$ cat src/rtl/bus_pkg.sv
// Shared types for the system-bus arbiter: FSM states, owner encoding,
// hold-counter width and the contention arbitration rule.
package bus_pkg;

  localparam int ARB_CNT_W = 8;

  typedef enum logic [1:0] {
    IDLE    = 2'd0,
    CPU_OWN = 2'd1,
    DMA_OWN = 2'd2,
    TURN    = 2'd3
  } arb_state_t;

  typedef enum logic {
    OWNER_CPU = 1'b0,
    OWNER_DMA = 1'b1
  } owner_t;

  // Winner of an arbitration slot; under contention the side that did not
  // own the bus last gets it, so ownership alternates.
  function automatic arb_state_t arb_pick(input logic cpu_req, input logic dma_req,
                                          input owner_t last);
    arb_state_t pick;
    pick = IDLE;
    if (cpu_req && dma_req) pick = (last == OWNER_CPU) ? DMA_OWN : CPU_OWN;
    else if (cpu_req)       pick = CPU_OWN;
    else if (dma_req)       pick = DMA_OWN;
    return pick;
  endfunction

endpackage

$ cat src/rtl/sysbus_arbiter_if.sv
// Request/grant handshake between the two bus requesters and the arbiter.
// master: requester side (CPU sequencer + DMA mover), slave: arbiter side.
interface sysbus_arbiter_if;
  logic cpu_req;
  logic cpu_done;
  logic dma_req;
  logic dma_done;
  logic err_clr;
  logic cpu_gnt;
  logic dma_gnt;
  logic bus_idle;
  logic last_owner;
  logic timeout_err;

  modport master (
    output cpu_req, cpu_done, dma_req, dma_done, err_clr,
    input  cpu_gnt, dma_gnt, bus_idle, last_owner, timeout_err
  );

  modport slave (
    input  cpu_req, cpu_done, dma_req, dma_done, err_clr,
    output cpu_gnt, dma_gnt, bus_idle, last_owner, timeout_err
  );
endinterface

$ cat src/rtl/hold_timer.sv
// Ownership watchdog: counts owned cycles and flags the cycle in which the
// count would reach HOLD_MAX, so the grant lasts exactly HOLD_MAX cycles.
module hold_timer
  import bus_pkg::*;
#(
  parameter int HOLD_MAX = 63
) (
  input  logic clock,
  input  logic n_reset,
  input  logic clr_i,
  input  logic inc_i,
  output logic expire_o
);

  localparam logic [ARB_CNT_W-1:0] LAST_CNT = ARB_CNT_W'(HOLD_MAX - 1);

  logic [ARB_CNT_W-1:0] cnt_q, cnt_d;

  // Zero outside ownership, one step per owned cycle.
  always_comb begin
    cnt_d = cnt_q;
    if (clr_i)      cnt_d = '0;
    else if (inc_i) cnt_d = cnt_q + 1'b1;
  end

  // Counter register.
  always_ff @(posedge clock) begin
    if (!n_reset) cnt_q <= '0;
    else          cnt_q <= cnt_d;
  end

  assign expire_o = inc_i && (cnt_q == LAST_CNT);

endmodule

$ cat src/rtl/sysbus_arbiter.sv
// Two-requester sysbus arbiter with a no-driver turnaround gap on every
// handover. Optional hold watchdog enabled by SYSBUS_ARB_TIMEOUT_EN.
//
// state   | meaning
// --------+-------------------------------------------------------------
// IDLE    | no owner, arbitrate every cycle
// CPU_OWN | CPU sequencer drives sysbus
// DMA_OWN | DMA mover drives sysbus
// TURN    | TURN_CYC cycles with no driver; last cycle arbitrates
module sysbus_arbiter
  import bus_pkg::*;
#(
  parameter int HOLD_MAX = 63,
  parameter int TURN_CYC = 1
) (
  input logic             clock,
  input logic             n_reset,
  sysbus_arbiter_if.slave bus
);

  localparam logic [2:0] TURN_LOAD = 3'(TURN_CYC - 1);

  arb_state_t state_q, state_d;
  owner_t     last_owner_q, last_owner_d;
  logic [2:0] turn_cnt_q, turn_cnt_d;
  logic       timeout_err_q, timeout_err_d;
  logic       own_cpu, own_dma, release_own, expire;

  assign own_cpu     = (state_q == CPU_OWN);
  assign own_dma     = (state_q == DMA_OWN);
  assign release_own = (own_cpu && (bus.cpu_done || !bus.cpu_req)) ||
                       (own_dma && (bus.dma_done || !bus.dma_req));

`ifdef SYSBUS_ARB_TIMEOUT_EN
  hold_timer #(.HOLD_MAX(HOLD_MAX)) u_hold_timer (
    .clock    (clock),
    .n_reset  (n_reset),
    .clr_i    (!(own_cpu || own_dma)),
    .inc_i    (own_cpu || own_dma),
    .expire_o (expire)
  );

  // Sticky watchdog flag; a new revoke beats a simultaneous clear.
  always_comb begin
    timeout_err_d = timeout_err_q;
    if (expire && !release_own) timeout_err_d = 1'b1;
    else if (bus.err_clr)       timeout_err_d = 1'b0;
  end
`else
  logic unused_cfg;
  assign unused_cfg    = bus.err_clr ^ HOLD_MAX[0];
  assign expire        = 1'b0;
  assign timeout_err_d = 1'b0;
`endif

  // Next state and turnaround down-counter.
  always_comb begin
    state_d    = state_q;
    turn_cnt_d = turn_cnt_q;
    case (state_q)
      IDLE: state_d = arb_pick(bus.cpu_req, bus.dma_req, last_owner_q);
      CPU_OWN, DMA_OWN: begin
        if (release_own || expire) begin
          state_d    = TURN;
          turn_cnt_d = TURN_LOAD;
        end
      end
      TURN: begin
        if (turn_cnt_q == '0) state_d = arb_pick(bus.cpu_req, bus.dma_req, last_owner_q);
        else                  turn_cnt_d = turn_cnt_q - 1'b1;
      end
      default: state_d = IDLE;
    endcase
  end

  // Remember whoever is being granted; a revoked owner stays recorded.
  always_comb begin
    last_owner_d = last_owner_q;
    if (state_d == CPU_OWN)      last_owner_d = OWNER_CPU;
    else if (state_d == DMA_OWN) last_owner_d = OWNER_DMA;
  end

  // State registers; reset drops any grant without a turnaround.
  always_ff @(posedge clock) begin
    if (!n_reset) begin
      state_q       <= IDLE;
      last_owner_q  <= OWNER_DMA;
      turn_cnt_q    <= '0;
      timeout_err_q <= 1'b0;
    end else begin
      state_q       <= state_d;
      last_owner_q  <= last_owner_d;
      turn_cnt_q    <= turn_cnt_d;
      timeout_err_q <= timeout_err_d;
    end
  end

  assign bus.cpu_gnt     = own_cpu;
  assign bus.dma_gnt     = own_dma;
  assign bus.bus_idle    = (state_q == IDLE) || (state_q == TURN);
  assign bus.last_owner  = last_owner_q;
  assign bus.timeout_err = timeout_err_q;

endmodule
$ cat src/flat_wrapper.sv
// flat-port wrapper written by rule: the top's interface ports become plain ports
module sysbus_arbiter_flat import bus_pkg::*;
#(
  parameter int HOLD_MAX = 63,
  parameter int TURN_CYC = 1
)
  (clock, n_reset, bus_cpu_req, bus_cpu_done, bus_dma_req, bus_dma_done, bus_err_clr, bus_cpu_gnt, bus_dma_gnt, bus_bus_idle, bus_last_owner, bus_timeout_err);
  sysbus_arbiter_if bus_i ();
  input logic clock;
  input logic n_reset;
  input wire logic [$bits(bus_i.cpu_req)-1:0] bus_cpu_req;
  input wire logic [$bits(bus_i.cpu_done)-1:0] bus_cpu_done;
  input wire logic [$bits(bus_i.dma_req)-1:0] bus_dma_req;
  input wire logic [$bits(bus_i.dma_done)-1:0] bus_dma_done;
  input wire logic [$bits(bus_i.err_clr)-1:0] bus_err_clr;
  output wire logic [$bits(bus_i.cpu_gnt)-1:0] bus_cpu_gnt;
  output wire logic [$bits(bus_i.dma_gnt)-1:0] bus_dma_gnt;
  output wire logic [$bits(bus_i.bus_idle)-1:0] bus_bus_idle;
  output wire logic [$bits(bus_i.last_owner)-1:0] bus_last_owner;
  output wire logic [$bits(bus_i.timeout_err)-1:0] bus_timeout_err;
  assign bus_i.cpu_req = bus_cpu_req;
  assign bus_i.cpu_done = bus_cpu_done;
  assign bus_i.dma_req = bus_dma_req;
  assign bus_i.dma_done = bus_dma_done;
  assign bus_i.err_clr = bus_err_clr;
  assign bus_cpu_gnt = bus_i.cpu_gnt;
  assign bus_dma_gnt = bus_i.dma_gnt;
  assign bus_bus_idle = bus_i.bus_idle;
  assign bus_last_owner = bus_i.last_owner;
  assign bus_timeout_err = bus_i.timeout_err;
  sysbus_arbiter #(.HOLD_MAX(HOLD_MAX), .TURN_CYC(TURN_CYC)) u_core (.clock(clock), .n_reset(n_reset), .bus(bus_i));
endmodule
$ cat config.mk
export PLATFORM = sky130hd
export DESIGN_NAME = sysbus_arbiter_flat
export DESIGN_NICKNAME = d
export VERILOG_FILES = /design/src/rtl/bus_pkg.sv /design/src/rtl/sysbus_arbiter_if.sv /design/src/rtl/hold_timer.sv /design/src/rtl/sysbus_arbiter.sv /design/src/flat_wrapper.sv
export SDC_FILE = /design/constraint.sdc
export NUM_CORES = 1
export LEC_CHECK = 0
export BUFFER_PORTS_ARGS = -buffer_cell sky130_fd_sc_hd__buf_2
export CORE_AREA = 2 2 39 41
export DETAILED_ROUTE_END_ITERATION = 7
export DIE_AREA = 0 0 41 43
export SYNTH_ARGS = -nofsm -noshare
export SYNTH_HDL_FRONTEND = slang
export SYNTH_SLANG_ARGS = --single-unit
$ cat constraint.sdc
create_clock -name clock -period 2.3 [get_ports clock]
set_input_delay 0.115 -clock clock [delete_from_list [all_inputs] [get_ports clock]]
set_output_delay 0.115 -clock clock [all_outputs]
set_load 0.03 [all_outputs]
# Yosys cells after proc, flatten, opt, wreduce, memory -nomap -nowiden
# Cells that the tools add are included.
# W data, S select, Z words.
totals:
  ff_bits: 6
  in_bits: 7
  output_inout_bits: 5
  word_cells: 38
op_classes:
  n_addsub: 1
  n_eq_ne: 7
  muxes: 12
  n_reduce_logical: 15
op_table:
  columns: ["op", "count"]
  rows:
  - ["$mux W2", 6]
  - ["$eq A2 B2 Y1 const B", 3]
  - ["$mux W3", 2]
  - ["$pmux W2 S3", 1]
  - ["$pmux W3 S2", 1]
  - ["$eq A2 B1 Y1 const B", 2]
  - ["$logic_or A1 B1 Y1", 4]
  - ["$reduce_bool A2 Y1", 2]
  - ["$logic_and A1 B1 Y1", 3]
  - ["$logic_not A3 Y1", 1]
  - ["$reduce_and A3 Y1", 1]
  - ["$sub A3 B1 Y3 const B", 1]
  - ["$logic_not A1 Y1", 2]
  - ["$logic_not A2 Y1", 1]
  - ["$mux W1", 2]
  - ["$ne A2 B1 Y1 const B", 1]
  - ["$ne A2 B2 Y1 const B", 1]
  - ["$reduce_or A2 Y1", 1]

# Longest topological paths before layout
# Gate-level depths: netlist (run 1).
logic_depth:
  word_depth: 9
  mapped_depth: 11
  depth_no_buf: 11

# Worst setup path before layout (run 1)
# OpenSTA, ideal clock, no wires.
synth_path:
  path_type: "reg2reg"
  start: "register u_core.state_q[0]"
  end: "register u_core.last_owner_q, in the netlist u_core.bus.last_owner"
  setup_time_ns: 0.129
  t_arrival_ns: 1.849
  required_time_ns: 2.171
  slack_ns: 0.322
  stages_incl_launch_ff: 10
  path_buffers: 1
  period_less_slack_ns: 1.978
  cell_sequence: "dfxtp_1 inv_1 ha_1 buf_2 and2_1 a221oi_1 o31ai_1 ha_1 mux2i_1 nand2_1"
synth_between:
  elab_chain_cells: 7
  word_cells_on_any_way: 15
  classes_between: "eq/ne (5); mux (4); reduce/logical (6)"
synth_lines:
  columns: ["item", "line", "rtl"]
  rows:
  - ["start, declared", "sysbus_arbiter.sv:23", "arb_state_t state_q, state_d;"]
  - ["start signal, assigned", "sysbus_arbiter.sv:91", "state_q <= state_d;"]
  - ["$eq A2 B1 Y1 or $eq A2 B2 Y1 (tied branches)", "sysbus_arbiter.sv:29, sysbus_arbiter.sv:60, sysbus_arbiter.sv:30", null]
  - ["$logic_and A1 B1 Y1, on equally long branches", "sysbus_arbiter.sv:31, sysbus_arbiter.sv:32", null]
  - ["$logic_or A1 B1 Y1", "sysbus_arbiter.sv:31", "assign release_own = (own_cpu && (bus.cpu_done || !bus.cpu_req)) ||"]
  - ["$mux W2", "sysbus_arbiter.sv:63", "if (release_own || expire) begin"]
  - ["$pmux W2 S3 (*)", "sysbus_arbiter.sv:60", "case (state_q)"]
  - ["$eq A2 B1 Y1 or $eq A2 B2 Y1 (tied branches)", "sysbus_arbiter.sv:79, sysbus_arbiter.sv:80", null]
  - ["$mux W1 or $reduce_bool A2 Y1 (tied branches)", null, null]
  - ["end signal, assigned", "sysbus_arbiter.sv:92", "last_owner_q <= last_owner_d;"]
  - ["end, declared", "sysbus_arbiter.sv:24", "owner_t last_owner_q, last_owner_d;"]
# Every way passes the cells marked *; elsewhere a longest branch is shown, timed or not.
# A chain may end at the register's enable or synchronous reset.

# Worst setup path after layout (run 1)
layout_path:
  start: "register u_core.turn_cnt_q[0]"
  end: "register u_core.last_owner_q, in the netlist u_core.bus.last_owner"
layout_between:
  elab_chain_cells: 5
  word_cells_on_any_way: 7
  classes_between: "eq/ne (2); mux (3); reduce/logical (2)"
layout_lines:
  columns: ["item", "line", "rtl"]
  rows:
  - ["start, declared", "sysbus_arbiter.sv:25", "logic [2:0] turn_cnt_q, turn_cnt_d;"]
  - ["start signal, assigned", "sysbus_arbiter.sv:93", "turn_cnt_q <= turn_cnt_d;"]
  - ["$logic_not A3 Y1 (*)", "sysbus_arbiter.sv:69", "if (turn_cnt_q == '0) state_d = arb_pick(bus.cpu_req, bus.dma_req, last_owner_q);"]
  - ["$mux W2 (*)", "sysbus_arbiter.sv:69", null]
  - ["$pmux W2 S3 (*)", "sysbus_arbiter.sv:60", null]
  - ["$eq A2 B1 Y1 or $eq A2 B2 Y1 (tied branches)", "sysbus_arbiter.sv:79, sysbus_arbiter.sv:80", null]
  - ["$mux W1 or $reduce_bool A2 Y1 (tied branches)", null, null]
# Marked as above.

==> impl_metrics.tcl, run 1 <==
set metrics [dict create \
    drc_errors 0 \
    synthCells 65 \
    vias_per_cell 5.23 \
    synth_most_common_cell "inv_1" \
    multi_input_area_um2 377 \
    wl_per_cell_um 11.7 \
    async_flop_share_pct 0 \
    start_util_pct 39.2 \
    antenna_found_initial 0 \
    die_y_um 43 \
    ios 12 \
    synth_area_um2 543 \
    hold_viol_final 0 \
    cts_max_level 1 \
    hold_path.startpoint "n_reset" \
    cp_max_fo 6 \
    ys_top_cells_by_count "inv_1 (8), ha_1 (7), dfxtp_1 (6), nand3_1 (6), mux2i_1 (4)" \
    hpwlAfterDp_um 839 \
    slew_violations 0 \
    postCtsSetupBuffers 0 \
    drtIter0Drc 5 \
    ys_seq_elements 6 \
    cp.required_ns 2.42 \
    grt_max_degree 15 \
    r2r-start "u_core.turn_cnt_q[0]" \
    drive_gt1_share_pct 20.0 \
    min_path_type "in -> reg" \
    maxCapViolCount 0 \
    cts_resized 0 \
    drtAntennaViolNets 0 \
    cp.arrival_ns 2.19 \
    fillers 146 \
    finalCritPeriodShare_pct 90.1 \
    cts_max_path_buffers 2 \
    synth_area_leader_cell "dfxtp_1" \
    crit_path_start "u_core.turn_cnt_q[0]" \
    synth_area_leaders "dfxtp_1 (22%), ha_1 (16%), mux2i_1 (7.4%)" \
    grt_pass1_wl_um 1970 \
    yosys_warnings 0 \
    synthToLayoutAreaGrowth_pct 14.5 \
    fp.dieArea_um2 1760 \
    port_buffers 9 \
    ir_worst_vdd_uv 267 \
    grt_overflow 0 \
    finalSetupViolCount 0 \
    synth_top_cell_area_share_pct 22.1 \
    end_kind "register" \
    synth-edff-count 0 \
    root_buffer "clkbuf_4" \
    dr.pass1.iters 3 \
    cts_buffers 3 \
    powerDensity_nw_per_um2 530 \
    worstSetupStartpointType "register" \
    rows 14 \
    core_um2 1380 \
    postSynthAreaPerCell_um2 8.35 \
    p_leak_uw 0.000303 \
    clkTransAtPathRegs_ns 0.05 \
    rsz0062_at_grt "no" \
    track_usage_pct 16.6 \
    nets 91 \
    wl_um 1060 \
    register_area_um2 120 \
    fin_tns_setup_ns 0 \
    place_area_um2 599 \
    ctsHoldBuffers 0 \
    finalInstanceArea_um2 622 \
    synthDistinctLibCells 25 \
    period_minus_slack_ns 2.07 \
    fmax_mhz 483 \
    outcome "finished clean" \
    grt_pass1_vias 497 \
    clock_latency_ns 0.24 \
    worstSetupPathType "reg -> reg" \
    tritoncts "done" \
    vias 476 \
    ys_seq_area_share_pct 22.1 \
    synthFlopType "dfxtp_1" \
    diodes 0 \
    die_w_um 41 \
    cts.sinks 6 \
    clock_skew_ns 0.00925 \
    gp_congestion 0.722 \
    synth_fp_nets 79 \
]
-- power breakdown --
part / internal, uW / leakage (uW) / total (uW) / switching, uW
combinational: 44.9 / 0.000240 / 118 / 72.7
clock: 59.0 / 0.0000138 / 96.2 / 37.2
sequential: 110 / 0.0000488 / 116 / 5.46
total: 214 / 0.000303 / 329 / 115
-- final timing paths --
path	slack (ns)	depth (start not counted)	to
max	0.23	9	u_core.bus.last_owner
max reg2reg	0.23	9	u_core.bus.last_owner
min	0.15	2	u_core.bus.last_owner
min reg2reg	0.52	1	u_core.turn_cnt_q[2]
-- sequential cells by signal, indices dropped and copies added (netlist names) --
signal / cells
u_core.bus.last_owner: 1
u_core.state_q: 2
u_core.turn_cnt_q: 3
-- area by class of cell --
type | instances | share of cell area [%]
multi-input combinational | 48 | 60.6
sequential | 6 | 19.3
tap | 16 | 3.22
clock buffer | 3 | 3.62
inverter | 8 | 4.83
timing repair buffer | 10 | 8.45
-- logic make-up (layout without fill, tap and decap cells) --
group,after synthesis,after routing,synth area share (%)
flip-flops,6,6,22.1
other,1,1,0.691
buffers and inverters,11,21,8.52
multiplexers,4,4,7.37
AO/OA/AOI/OAI,10,10,17.3
adder cells (fa/ha/maj),7,7,16.1
AND/OR/NAND/NOR,26,26,27.9
-- worst max-delay path: stages (launching register included) --
cell     delay (ns)
dfxtp_1        0.36
inv_1          0.08
ha_1           0.20
ha_1           0.20
a21o_1         0.24
and3_1         0.20
nor3_1         0.19
ha_1           0.27
mux2i_1        0.15
nand2_1        0.06
-- cells in the final DEF, fill, tap and decap left out, types with 4 or more instances in the layout --
cell type,instances
ha_1,7
nand3_1,6
inv_1,8
buf_2,9
mux2i_1,4
dfxtp_1,6
-- layer usage --
metal | track usage (%) | part of all wire, % | vias to the layer above | wire [um]
met1 | 18.8 | 46 | 222 | 487
met4 | 10.0 | 0.85 | 0 | 9
met5 | 0 | 0 | - | 0
met3 | 3.14 | 2.6 | 2 | 28
met2 | 26.9 | 51 | 4 | 537
li1 | - | - | 248 | -
-- metrics by stage --
| stage | utilization (%) | total power [uW] | setup WS, ns | hold slack [ns] | std cells |
|---|---|---|---|---|---|
| after global placement | 43.3 | 235 | 0.262 | 0.395 | 88 |
| final | 44.9 | 329 | 0.228 | 0.154 | 91 |
| after global routing | 44.9 | 356 | 0.0537 | 0.177 | 91 |
| after CTS | 44.9 | 338 | 0.211 | 0.147 | 91 |
| after detailed placement | 43.3 | 237 | 0.223 | 0.400 | 88 |
| after floorplan | - | 206 | 0.322 | 0.378 | 65 |
Note: power is estimated with default switching activity, not from simulation.
==> run 2, diff against run 1 <==
--- a/config.mk
+++ b/config.mk
@@ -9,6 +9,8 @@
 export CORE_AREA = 2 2 39 41
 export DETAILED_ROUTE_END_ITERATION = 7
 export DIE_AREA = 0 0 41 43
+export MAX_ROUTING_LAYER = met4
+export PLACE_DENSITY = 0.74
 export SYNTH_ARGS = -nofsm -noshare
 export SYNTH_HDL_FRONTEND = slang
 export SYNTH_SLANG_ARGS = --single-unit
==> run 2 against run 1 <==
Routed wire length grew 3.7%; fmax grew 2.0%; global-route usage fell by 0.52 points; total power up 0.40%; core utilization is the same; sequential share of layout area is the same; flip-flop and latch count stayed put; non-clock buffer count did not move; combinational power about the same; final cell count is the same; cell area unchanged; largest power group unchanged.
==> impl_metrics.tcl, run 2 (same netlist as run 1, synthesis figures left out) <==
set metrics [dict create \
    outcome "finished clean" \
    final_common_cell "buf_2" \
    cts_max_path_buffers 2 \
    maxCapViolCount 0 \
    finalInstanceArea_um2 622 \
    start_util_pct 39.2 \
    antenna_found_initial 0 \
    hold_viol_final 0 \
    grt_pass1_vias 452 \
    fmax_mhz 492 \
    min_path_type "in -> reg" \
    synthToLayoutAreaGrowth_pct 14.5 \
    rsz0062_at_grt "no" \
    drtIter0Drc 4 \
    ctsHoldBuffers 0 \
    grt_max_degree 15 \
    diodes 0 \
    die_y_um 43 \
    place_area_um2 599 \
    cts_resized 0 \
    largest_reg_flops 3 \
    fillers 143 \
    root_buffer "clkbuf_4" \
    pwr-share-seq_pct 34.9 \
    core_um2 1380 \
    worstSetupPathType "reg -> reg" \
    cts_max_level 1 \
    port_buffers 9 \
    p_int_uw 214 \
    ios 12 \
    wl_um 1100 \
    gp_congestion 0.743 \
    p_leak_uw 0.000303 \
    grt_pass1_wl_um 1840 \
    cp.required_ns 2.43 \
    ir_worst_vdd_uv 242 \
    cts_buffers 3 \
    clock_latency_ns 0.24 \
    power_frac_clock_pct 29.6 \
    multi_input_area_um2 377 \
    dr.pass1.iters 2 \
    drc_errors 0 \
    top_register "u_core.turn_cnt_q" \
    nets 91 \
    vias_per_cell 5.27 \
    die_w_um 41 \
    p_switching_uw 117 \
    cts.sinks 6 \
    drtAntennaViolNets 0 \
    end_kind "register" \
    register_area_um2 120 \
    vias 480 \
    period_minus_slack_ns 2.03 \
    powerDensity_nw_per_um2 532 \
    wl_per_cell_um 12.1 \
    finalSetupViolCount 0 \
    postCtsSetupBuffers 0 \
    drive_gt1_share_pct 20.0 \
    rows 14 \
    clock_skew_ns 0.00218 \
    grt_overflow 0 \
    cp.arrival_ns 2.16 \
    fp.dieArea_um2 1760 \
    slew_violations 0 \
    tritoncts "done" \
    finalCritPeriodShare_pct 88.4 \
    clkTransAtPathRegs_ns 0.05 \
    hpwlAfterDp_um 870 \
    cp_max_fo 6 \
    final_cell_mix "buf_2 (9), inv_1 (8), ha_1 (7)" \
    power_frac_comb_pct 35.5 \
    fin_tns_setup_ns 0 \
    swShare_pct 35.3 \
    worstSetupStartpointType "register" \
    track_usage_pct 16.1 \
]
[run 2: cell counts in the layout (fill, tap and decap cells not counted)]
No cell type changed its count.
[run 2: worst max-delay path: stages (launching register included)]
cell and delay [ns]:
dfxtp_1 0.37, inv_1 0.08, ha_1 0.19, ha_1 0.20, a21o_1 0.23, and3_1 0.20
nor3_1 0.18, ha_1 0.26, mux2i_1 0.15, nand2_1 0.06
[run 2: area by class of cell]
| class | instances | area share (%) |
|---|---|---|
| multi-input cells | 48 | 60.6 |
| flip-flops and latches | 6 | 19.3 |
| repair buffers | 10 | 8.45 |
| inverters | 8 | 4.83 |
| clock buffers | 3 | 3.62 |
| well taps | 16 | 3.22 |
[run 2: through the flow]
step	cells	hold slack, ns	setup WS (ns)	power [uW]	utilization, %
floorplan	65	0.378	0.322	206	-
global placement	88	0.390	0.291	232	43.3
detailed placement	88	0.404	0.272	236	43.3
CTS	91	0.148	0.263	338	44.9
global route	91	0.161	0.137	357	44.9
finish	91	0.153	0.268	331	44.9
[run 2: power by group through the flow]
stage	Sequential [uW]	Clock, uW	Combinational, uW
2_1_floorplan	120	0	85.6
3_3_place_gp	117	0	115
3_5_place_dp	118	0	118
4_1_cts	116	103	119
5_1_grt	117	111	129
6_report	116	97.8	117
[run 2: metal layers]
layer  GRT usage, %  wire [um]
met1           18.8        497
met4           12.0         27
met3           3.14         44
met2           23.1        531
met5              -          0
[run 2: worst paths after layout]
path	startpoint	endpoint	slack [ns]	cells after the start
setup reg to reg	u_core.turn_cnt_q[0]	u_core.bus.last_owner	0.27	9
setup / recovery	u_core.turn_cnt_q[0]	u_core.bus.last_owner	0.27	9
hold / removal	n_reset	u_core.bus.last_owner	0.15	2
hold reg to reg	u_core.bus.last_owner	u_core.bus.last_owner	0.52	2
==> run 3, diff against run 2 <==
--- a/config.mk
+++ b/config.mk
@@ -11,6 +11,8 @@
 export DIE_AREA = 0 0 41 43
 export MAX_ROUTING_LAYER = met4
 export PLACE_DENSITY = 0.74
+export RECOVER_POWER = 50
+export REMOVE_ABC_BUFFERS = 1
 export SYNTH_ARGS = -nofsm -noshare
 export SYNTH_HDL_FRONTEND = slang
 export SYNTH_SLANG_ARGS = --single-unit
==> run 3 against run 2 <==
Die area is the same; via count grew 1.0%; fmax shrank 3.4%; cell area shrank 0.80%; count of clock-buffer cells in the layout is the same; worst setup slack lost 0.071 ns; final cell count is the same; register-to-register slack lost 0.07 ns; sequential share of layout area grew 0.16 points.
==> impl_metrics.tcl, run 3 (same netlist as run 1, synthesis figures left out) <==
set metrics [dict create \
    outcome "finished clean" \
    ios 12 \
    place_area_um2 599 \
    final_cell_mix "inv_1 (8), ha_1 (7), nand3_1 (6), dfxtp_1 (6), buf_2 (5)" \
    die_w_um 41 \
    clkTransAtPathRegs_ns 0.04 \
    synthToLayoutAreaGrowth_pct 13.6 \
    cts_max_level 1 \
    drive_gt1_share_pct 14.7 \
    groute.layer.met3.usage_pct 3.14 \
    top_register "u_core.turn_cnt_q" \
    powerDensity_nw_per_um2 528 \
    use_met1_pct 12.9 \
    root_buffer "clkbuf_4" \
    busiest_layer "met2" \
    power_frac_clock_pct 28.8 \
    finalSetupViolCount 0 \
    drtAntennaViolNets 0 \
    wl_per_cell_um 11.2 \
    vias_per_cell 5.33 \
    placedCellCount 88 \
    clock_latency_ns 0.24 \
    nets 91 \
    pwr-share-seq_pct 35.4 \
    cp.arrival_ns 2.22 \
    gp_congestion 0.669 \
    rsz0062_at_grt "no" \
    hold_viol_final 0 \
    fmax_mhz 475 \
    wl_um 1020 \
    cts_max_path_buffers 2 \
    drc_errors 0 \
    finalCritPeriodShare_pct 91.5 \
    fin_util_pct 44.6 \
    diodes 0 \
    tritoncts "done" \
    p_int_uw 212 \
    antenna_found_initial 0 \
    finalInstanceArea_um2 617 \
    p_leak_uw 0.000291 \
    drtIter0Drc 8 \
    maxCapViolCount 0 \
    swShare_pct 35.0 \
    cts.sinks 6 \
    postCtsSetupBuffers 0 \
    start_util_pct 39.2 \
    largest_reg_flops 3 \
    ctsHoldBuffers 0 \
    clock_skew_ns 0.00157 \
    cp.required_ns 2.42 \
    core_um2 1380 \
    final_cells 91 \
    track_usage_pct 12.9 \
    dr.pass1.iters 5 \
    hpwlAfterDp_um 811 \
    final_common_cell "inv_1" \
    fin_tns_setup_ns 0 \
    worstSetupStartpointType "register" \
    grt_max_degree 15 \
    die_y_um 43 \
    vias 485 \
    period_minus_slack_ns 2.10 \
    port_buffers 9 \
    rows 14 \
    ir_worst_vdd_uv 229 \
    power_frac_comb_pct 35.8 \
    fp.dieArea_um2 1760 \
    grt_pass1_vias 403 \
    worstSetupPathType "reg -> reg" \
    p_switching_uw 114 \
    grt_overflow 0 \
    min_path_type "in -> reg" \
    slew_violations 0 \
    grt_pass1_wl_um 1500 \
    cts_resized 0 \
    gr-usage-met2_pct 20.9 \
    cts_buffers 3 \
    cp_max_fo 6 \
    end_kind "register" \
]
==> run 3: worst max-delay path, stage by stage (launching register included) <==
cell     delay (ns)
dfxtp_1        0.36
inv_1          0.07
ha_1           0.20
ha_1           0.21
a21o_1         0.24
and3_1         0.21
nor3_1         0.22
ha_1           0.28
mux2i_1        0.14
nand2_1        0.06
==> run 3: per-stage QoR <==
stage          total power [uW]  setup WS [ns]  hold WS [ns]
2_1_floorplan               202          0.364         0.177
3_3_place_gp                233          0.288         0.391
3_5_place_dp                236          0.194         0.401
4_1_cts                     334          0.178         0.151
5_1_grt                     350         0.0449         0.178
6_report                    326          0.197         0.158
==> run 3: path summary, 6_finish.rpt <==
kind                                      startpoint               endpoint  slack, ns  depth (start not counted)
worst max-delay path            u_core.turn_cnt_q[0]  u_core.bus.last_owner       0.20                          9
worst min-delay path                         n_reset  u_core.bus.last_owner       0.16                          2
worst max register to register  u_core.turn_cnt_q[0]  u_core.bus.last_owner       0.20                          9
worst min register to register  u_core.turn_cnt_q[1]   u_core.turn_cnt_q[1]       0.52                          1
==> run 3: area by class of cell <==
type | count | area [um2]
Tap cell | 16 | 20.0
Multi-Input combinational cell | 48 | 377
Sequential cell | 6 | 120
Timing Repair Buffer | 10 | 47.5
Clock buffer | 3 | 22.5
Fill cell | 146 | 767
Inverter | 8 | 30.0
==> run 3: power by group through the flow <==
stage / Clock, uW / Sequential (uW) / Combinational (uW)
6_report: 93.8 / 115 / 116
5_1_grt: 106 / 116 / 128
4_1_cts: 99.5 / 115 / 120
3_5_place_dp: 0 / 117 / 119
3_3_place_gp: 0 / 117 / 116
2_1_floorplan: 0 / 120 / 81.5
==> run 3: layer usage <==
metal	up-vias	wire, um
met5	-	0
met4	0	0
met3	0	37
met2	15	514
met1	219	471
li1	251	-
